### src/rtl/rr_arb4_ctrl.sv
`default_nettype none
// ============================================================================
// Module   : rr_arb4_ctrl
// Brief    : Four-requester round-robin arbiter with registered one-hot grant.
//            Optional timeout preemption via macro RR_ARB4_TIMEOUT_EN.
// Revision : 1.0 - initial release
// ============================================================================
module rr_arb4_ctrl #(
  parameter int TIMEOUT_CYCLES = 16
) (
  input  logic       i_clk,
  input  logic       i_rst,
  input  logic       i_en,
  input  logic [3:0] i_req,
  output logic [3:0] o_gnt,
  output logic [1:0] o_gnt_idx,
  output logic       o_gnt_vld,
  output logic       o_timeout
);

  typedef enum logic [0:0] {
    ST_IDLE  = 1'b0,
    ST_GRANT = 1'b1
  } state_t;

  state_t     r_state;
  logic [1:0] r_ptr;
  logic [1:0] r_idx;
  logic [3:0] r_gnt;
  logic       r_vld;
  logic       r_timeout;

  // Returns {found, index} of the first set bit scanning start, start+1, ...
  function automatic logic [2:0] f_search(input logic [3:0] req, input logic [1:0] start);
    logic [2:0] res;
    logic [1:0] pos;
    res = 3'b000;
    for (int k = 3; k >= 0; k--) begin
      pos = start + 2'(k);
      if (req[pos]) res = {1'b1, pos};
    end
    return res;
  endfunction

  logic [2:0] w_idle_win;
  logic [2:0] w_next_win;
  logic [1:0] w_ptr_next;
  logic [3:0] w_owner_mask;

  assign w_owner_mask = 4'b0001 << r_idx;
  assign w_ptr_next   = r_idx + 2'd1;
  assign w_idle_win   = f_search(i_req, r_ptr);
  // Owner is excluded so release and preemption share one search
  assign w_next_win   = f_search(i_req & ~w_owner_mask, w_ptr_next);

`ifdef RR_ARB4_TIMEOUT_EN
  localparam int CNT_W = (TIMEOUT_CYCLES > 2) ? $clog2(TIMEOUT_CYCLES) : 1;
  localparam logic [CNT_W-1:0] C_CNT_MAX = CNT_W'(TIMEOUT_CYCLES - 1);

  logic [CNT_W-1:0] r_cnt;
  logic             w_expired;
  assign w_expired = (r_cnt == C_CNT_MAX);
`else
  logic [8:0] w_unused_timeout;
  assign w_unused_timeout = 9'(TIMEOUT_CYCLES);
`endif

  always_ff @(posedge i_clk) begin
    if (i_rst) begin
      r_state   <= ST_IDLE;
      r_ptr     <= 2'd0;
      r_idx     <= 2'd0;
      r_gnt     <= 4'b0000;
      r_vld     <= 1'b0;
      r_timeout <= 1'b0;
`ifdef RR_ARB4_TIMEOUT_EN
      r_cnt     <= '0;
`endif
    end else begin
      r_timeout <= 1'b0;
      case (r_state)
        ST_IDLE: begin
          if (i_en && w_idle_win[2]) begin
            r_state <= ST_GRANT;
            r_idx   <= w_idle_win[1:0];
            r_gnt   <= 4'b0001 << w_idle_win[1:0];
            r_vld   <= 1'b1;
`ifdef RR_ARB4_TIMEOUT_EN
            r_cnt   <= '0;
`endif
          end
        end
        ST_GRANT: begin
          if (!i_en) begin
            r_state <= ST_IDLE;
            r_gnt   <= 4'b0000;
            r_vld   <= 1'b0;
          end else if (!i_req[r_idx]) begin
            r_ptr <= w_ptr_next;
            if (w_next_win[2]) begin
              r_idx <= w_next_win[1:0];
              r_gnt <= 4'b0001 << w_next_win[1:0];
`ifdef RR_ARB4_TIMEOUT_EN
              r_cnt <= '0;
`endif
            end else begin
              r_state <= ST_IDLE;
              r_gnt   <= 4'b0000;
              r_vld   <= 1'b0;
            end
          end
`ifdef RR_ARB4_TIMEOUT_EN
          else if (w_expired) begin
            r_cnt <= '0;
            if (w_next_win[2]) begin
              r_ptr     <= w_ptr_next;
              r_idx     <= w_next_win[1:0];
              r_gnt     <= 4'b0001 << w_next_win[1:0];
              r_timeout <= 1'b1;
            end
          end else begin
            r_cnt <= r_cnt + 1'b1;
          end
`endif
        end
        default: begin
          r_state <= ST_IDLE;
          r_gnt   <= 4'b0000;
          r_vld   <= 1'b0;
        end
      endcase
    end
  end

  assign o_gnt     = r_gnt;
  assign o_gnt_idx = r_idx;
  assign o_gnt_vld = r_vld;
  assign o_timeout = r_timeout;

endmodule
`default_nettype wire

### config.mk
export PLATFORM = sky130hd
export DESIGN_NAME = rr_arb4_ctrl
export DESIGN_NICKNAME = d
export VERILOG_FILES = /design/src/rtl/rr_arb4_ctrl.sv
export SDC_FILE = /design/constraint.sdc
export NUM_CORES = 1
export LEC_CHECK = 0
export ABC_AREA = 1
export BUFFER_PORTS_ARGS = -buffer_cell sky130_fd_sc_hd__clkbuf_2
export CAP_MARGIN = 20
export CORE_MARGIN = 2
export CORE_UTILIZATION = 56
export DETAILED_ROUTE_END_ITERATION = 16
export PLACE_DENSITY = 0.78
export SETUP_SLACK_MARGIN = 0.15
export SYNTH_ARGS = -nofsm -noshare
export SYNTH_HDL_FRONTEND = slang
export SYNTH_SLANG_ARGS = --single-unit
export TNS_END_PERCENT = 50
### constraint.sdc
create_clock -name i_clk -period 2.45 [get_ports i_clk]
set_input_delay 0.245 -clock i_clk [delete_from_list [all_inputs] [get_ports i_clk]]
set_output_delay 0.245 -clock i_clk [all_outputs]
set_load 0.02 [all_outputs]
==> metrics.yaml, run 1 <==
status: "completed"
synthDistinctLibCells: 20
layout_setup_ws_ps: 462
yosys-top-cells-area: "nand2_1 (26%), dfxtp_1 (20%), nand3_1 (13%)"
wl_per_cell_microns: 10.6
dr.pass1.iters: 4
cp-end-kind: "flop"
antenna_found_initial: 0
worstPathRequired_ps: 2650
combPwrFrac: 0.567
setup_tns_ps: 0
grt_use_total: 0.245
wl_mm: 2.42
drcViolationCount: 0
max-cap-violations: 0
arrival_ps: 2190
first_iter_violations: 30
cts_tree: "built"
dieWidth_microns: 46.8
die_h_microns: 46.8
place_congestion: 0.919
final_nets: 214
ctsResizeCount: 0
grt_pass1_wl_mm: 3.91
syn_avg_cell_area_sq_um: 5.48
via_per_inst: 5.16
leakage_uw: 0.000673
clock_path_buffers: 2
finalSetupViolCount: 0
clk-insertion-delay-late_ps: 270
num_vias: 1172
fin_util: 0.657
area_delta_synth_final_pct: 10.7
fp-row-count: 15
ctsHtreeMaxLevel: 1
synthesis.area_sq_um: 1020
maxSlewViolCount: 0
ys_warn_count: 0
core_sq_um: 1730
cts_setup_buffers: 0
final_area_sq_um: 1130
dpl_cell_area_sq_um: 1100
p_clk_frac: 0.184
netlist_instances: 187
die-area_sq_um: 2190
synth_top_area_share: 0.256
cts-root-buf: "clkbuf_4"
yosysTopAreaCell: "nand2_1"
rsz0062_at_grt: "false"
crit_path_start_kind: "flop"
antenna_left: 0
ir_drop_mv: 0.439
io_pins: 15
dp_hpwl_mm: 1.91
ys_ff_latch: 10
n_fill_cell: 179
worstSetupPathType: "reg2reg"
finalCritPeriodShare: 0.812
worst-path-max-fanout: 6
grt_max_degree: 16
p_int_uw: 429
path_clk_slew_ps: 70
layout-drive-gt1-share: 0.134
switchingPower_uw: 401
max_freq_mhz: 503
synth-edff-count: 0
overflow: 0
initial_core_util: 0.593
antenna_cells: 0
final-instance-count-excl-fill: 227
syn_nets: 198
p_seq_frac: 0.249
finalHoldViolations: 0
skew_ps: 2.93
cts.sink_count: 10
dp_slack_ps: 526
switching_share: 0.483
power_density_nw_per_um2: 731
synthMostInstantiatedCell: "nand2_1"
grt_pass1_vias: 1010
async_flop_share: 0
place_inst: 223
synth-main-ff-cell: "dfxtp_1"
numCtsBuffers: 3
ys_seq_area_frac: 0.195
place.port_buffers: 13
ys_top_cells_by_count: "nand2_1 (70), inv_1 (28), nand3_1 (26), a21oi_1 (12)"
hp-class: "in2reg"
cts_hold_buf: 0
period_needed_ps: 1990
## power by group through the flow
stage          Combinational [uW]  Clock (uW)  Sequential [uW]
6_report                      471         152              207
5_1_grt                       533         159              209
4_1_cts                       466         153              206
3_5_place_dp                  462           0              210
3_3_place_gp                  451           0              208
2_1_floorplan                 348           0              231
## cell type report
| class | instances | area (sq um) | share of cell area |
|---|---|---|---|
| sequential | 10 | 200 | 0.176 |
| multi-input combinational | 143 | 673 | 0.593 |
| tap | 25 | 31.3 | 0.0276 |
| clock buffer | 4 | 36.3 | 0.0320 |
| inverter | 31 | 121 | 0.107 |
| timing repair buffer | 14 | 72.6 | 0.0639 |
## critical path: stages, from the launching register on
cell     delay, ps
dfxtp_1        420
inv_1          100
ha_1           390
xor2_1         250
nand2_1        120
nand2_1         90
inv_2           50
nand3_1         90
nand2_1         90
inv_2           90
nand4_1         90
a21oi_1        140
## worst paths after layout
check	to	slack, ps	startpoint	cells after the start
worst max-delay path	o_gnt[1]	460	o_gnt_idx[1]	11
worst max register to register	o_gnt[1]	460	o_gnt_idx[1]	11
worst min register to register	o_gnt_vld	470	o_gnt_vld	2
worst min-delay path	o_gnt_vld	140	i_rst	2
## stage by stage
stage | power [uW] | hold WS (ps)
6_report | 830 | 137
5_1_grt | 902 | 148
4_1_cts | 825 | 139
3_5_place_dp | 672 | 421
3_3_place_gp | 658 | 421
2_1_floorplan | 579 | 314
## kinds of logic (layout without fill, tap and decap cells)
group           count (synthesis)  after routing  synth area share
flops                          10             10             0.195
fa+ha+maj                       4              4            0.0488
xor+xnor                        2              2            0.0171
other cells                     1              1           0.00366
simple gates                  110            110             0.453
buf+inv                        34             49             0.148
compound gates                 26             26             0.134
## placed cells by master, fill, tap and decap left out, drive strengths merged, types with 2 or more instances in the layout
cell type | synthesis | layout
a21oi | 14 | 14
clkbuf | 0 | 17
dfxtp | 10 | 10
ha | 4 | 4
inv | 31 | 31
nand2 | 73 | 73
nand3 | 27 | 27
nand4 | 2 | 2
nor2 | 8 | 8
o21ai | 12 | 12
## per-layer routing
metal,global-route usage,part of all wire,up-vias
li1,-,-,619
met1,0.313,0.48,521
met2,0.436,0.48,30
met3,0.0231,0.036,2
met4,0.0722,0.0050,0
met5,0,0,-
## flip-flops by register name, indices dropped and copies added, names as in the netlist
name and cells:
o_gnt_idx 2, r_ptr 2, r_state 1, o_gnt 4
o_gnt_vld 1
Power figures use the tool's default switching activity.
==> inputs of run 2 (changes only) <==
--- a/config.mk
+++ b/config.mk
@@ -9,9 +9,9 @@
 export BUFFER_PORTS_ARGS = -buffer_cell sky130_fd_sc_hd__clkbuf_2
 export CAP_MARGIN = 20
 export CORE_MARGIN = 2
-export CORE_UTILIZATION = 56
+export CORE_UTILIZATION = 50
 export DETAILED_ROUTE_END_ITERATION = 16
-export PLACE_DENSITY = 0.78
+export PLACE_DENSITY = 0.74
 export SETUP_SLACK_MARGIN = 0.15
 export SYNTH_ARGS = -nofsm -noshare
 export SYNTH_HDL_FRONTEND = slang
==> constraint.sdc (replaced) <==
create_clock -name i_clk -period 1.71 [get_ports i_clk]
set_input_delay 0.171 -clock i_clk [delete_from_list [all_inputs] [get_ports i_clk]]
set_output_delay 0.171 -clock i_clk [all_outputs]
set_load 0.02 [all_outputs]
==> metrics.yaml, run 2 (synthesis gave the netlist of run 1 again) <==
status: "complete, but fails checks"
violations: "setup timing"
grt_pass1_wl_mm: 4.71
r2r-start: "o_gnt_idx[0]"
power_density_nw_per_um2: 1080
grt_max_degree: 10
power.total_uw: 1620
layout-drive-gt1-share: 0.453
core_sq_um: 1940
antenna_found_initial: 0
ir_drop_mv: 0.806
seqCellArea_sq_um: 209
skew_ps: 4.35
n_fill_cell: 147
maxSlewViolCount: 0
die-area_sq_um: 2430
fp-row-count: 16
min_from: "i_rst"
clk-insertion-delay-late_ps: 290
via_per_inst: 5.49
rsz0062_at_grt: "true"
place_congestion: 0.899
cts.sink_count: 10
worstSetupPathType: "reg2reg"
drcViolationCount: 0
wl_mm: 3.34
leakage_uw: 0.000776
num_vias: 1322
dp_hpwl_mm: 2.07
numCtsBuffers: 3
hp-class: "in2reg"
hold_depth: 2
dieWidth_microns: 49.3
area_delta_synth_final_pct: 46.5
max_freq_mhz: 560
cts_hold_buf: 0
antenna_cells: 0
dr.pass1.iters: 4
die_h_microns: 49.3
setup_tns_ps: -181
finalSetupViolCount: 6
reg2regPathDepth: 11
cp_common_cell: "nand2_2"
largest_reg_flops: 4
fin_util: 0.773
final_common_cell: "nand2_1"
max-cap-violations: 0
arrival_ps: 1990
wl_per_cell_microns: 13.9
cts_tree: "built"
place.port_buffers: 13
path_cells: "inv_4 > ha_4 > xor2_4 > nand2_2 > nand2_2 > inv_4 > nand2_4 > nand2_2 > nand2_2 > nand4_1 > a21oi_1"
overflow: 0
ctsHtreeMaxLevel: 1
multi_input_comb_area_sq_um: 905
period_needed_ps: 1780
worstPathRequired_ps: 1910
grt_use_total: 0.247
grt_pass1_vias: 1103
initial_core_util: 0.528
critPathSlowestCell: "dfxtp_4"
clock_path_buffers: 2
first_iter_violations: 32
startpoint: "o_gnt_idx[0]"
final_cell_mix: "nand2_1 (45), nand2_2 (26), inv_1 (22), nand3_1 (14), clkbuf_2 (13)"
final_nets: 226
finalCritPeriodShare: 1.04
cp-end-kind: "flop"
dp_slack_ps: -70.9
cts-root-buf: "clkbuf_4"
path_clk_slew_ps: 70
crit_path_start_kind: "flop"
layout_setup_ws_ps: -74.3
worst-path-max-fanout: 4
io_pins: 15
antenna_left: 0
slowest_delay_ps: 370
finalHoldViolations: 0
==> run 2: cell count changes in the layout (fill, tap and decap cells not counted), sizes merged <==
cell | previous run | this run
buf | 1 | 13
==> run 2: worst max-delay path, delay by kind of cell, from the launching register on <==
kind / cells / cell delay (ps)
XOR/XNOR: 1 / 190
adder cells (fa/ha/maj): 1 / 310
AND/OR/NAND/NOR: 6 / 540
AO/OA/AOI/OAI: 1 / 180
flip-flops: 1 / 370
buffers and inverters: 2 / 100
==> run 2: through the flow <==
stage	cells	hold WS (ps)	area, sq um
6_report	241	67.6	1500
5_1_grt	241	84.4	1500
4_1_cts	240	55.3	1300
3_5_place_dp	234	346	1200
3_3_place_gp	234	343	1200
2_1_floorplan	187	240	1040
==> run 2: worst paths after layout <==
kind	end	slack, ps
setup reg to reg	o_gnt[1]	-70
hold / removal	o_gnt_vld	70
hold reg to reg	o_gnt_vld	480
setup / recovery	o_gnt[1]	-70
==> run 2: final cells by class <==
| class | instances | area share |
|---|---|---|
| multi-input cells | 143 | 0.603 |
| repair buffers | 26 | 0.124 |
| inverters | 31 | 0.0875 |
| flip-flops and latches | 10 | 0.139 |
| well taps | 27 | 0.0225 |
| clock buffers | 4 | 0.0242 |
==> run 2: metal layers <==
layer / GRT usage / vias to the layer above / share of wire / wire length [microns]
met4: 0.114 / 0 / 0.033 / 112
met3: 0.0184 / 11 / 0.027 / 89
met1: 0.320 / 627 / 0.42 / 1390
met2: 0.414 / 35 / 0.52 / 1750
met5: 0 / - / 0 / 0
li1: - / 649 / - / -
==> run 2: timing repair <==
item / in CTS / in global routing
setup endpoints to repair: 8 / 8
pin swaps: 9 / 27
cloned: 0 / 0
buffers inserted: 2 / 1
resized for setup: 21 / 51
endpoints found under the hold margin: 0 / 0
==> run 2: power breakdown <==
part	internal [uW]	total, uW	switching [uW]	leakage (uW)
Sequential	270	299	28.6	0.0000843
Clock	130	227	97.0	0.0000210
Combinational	403	1090	691	0.000670
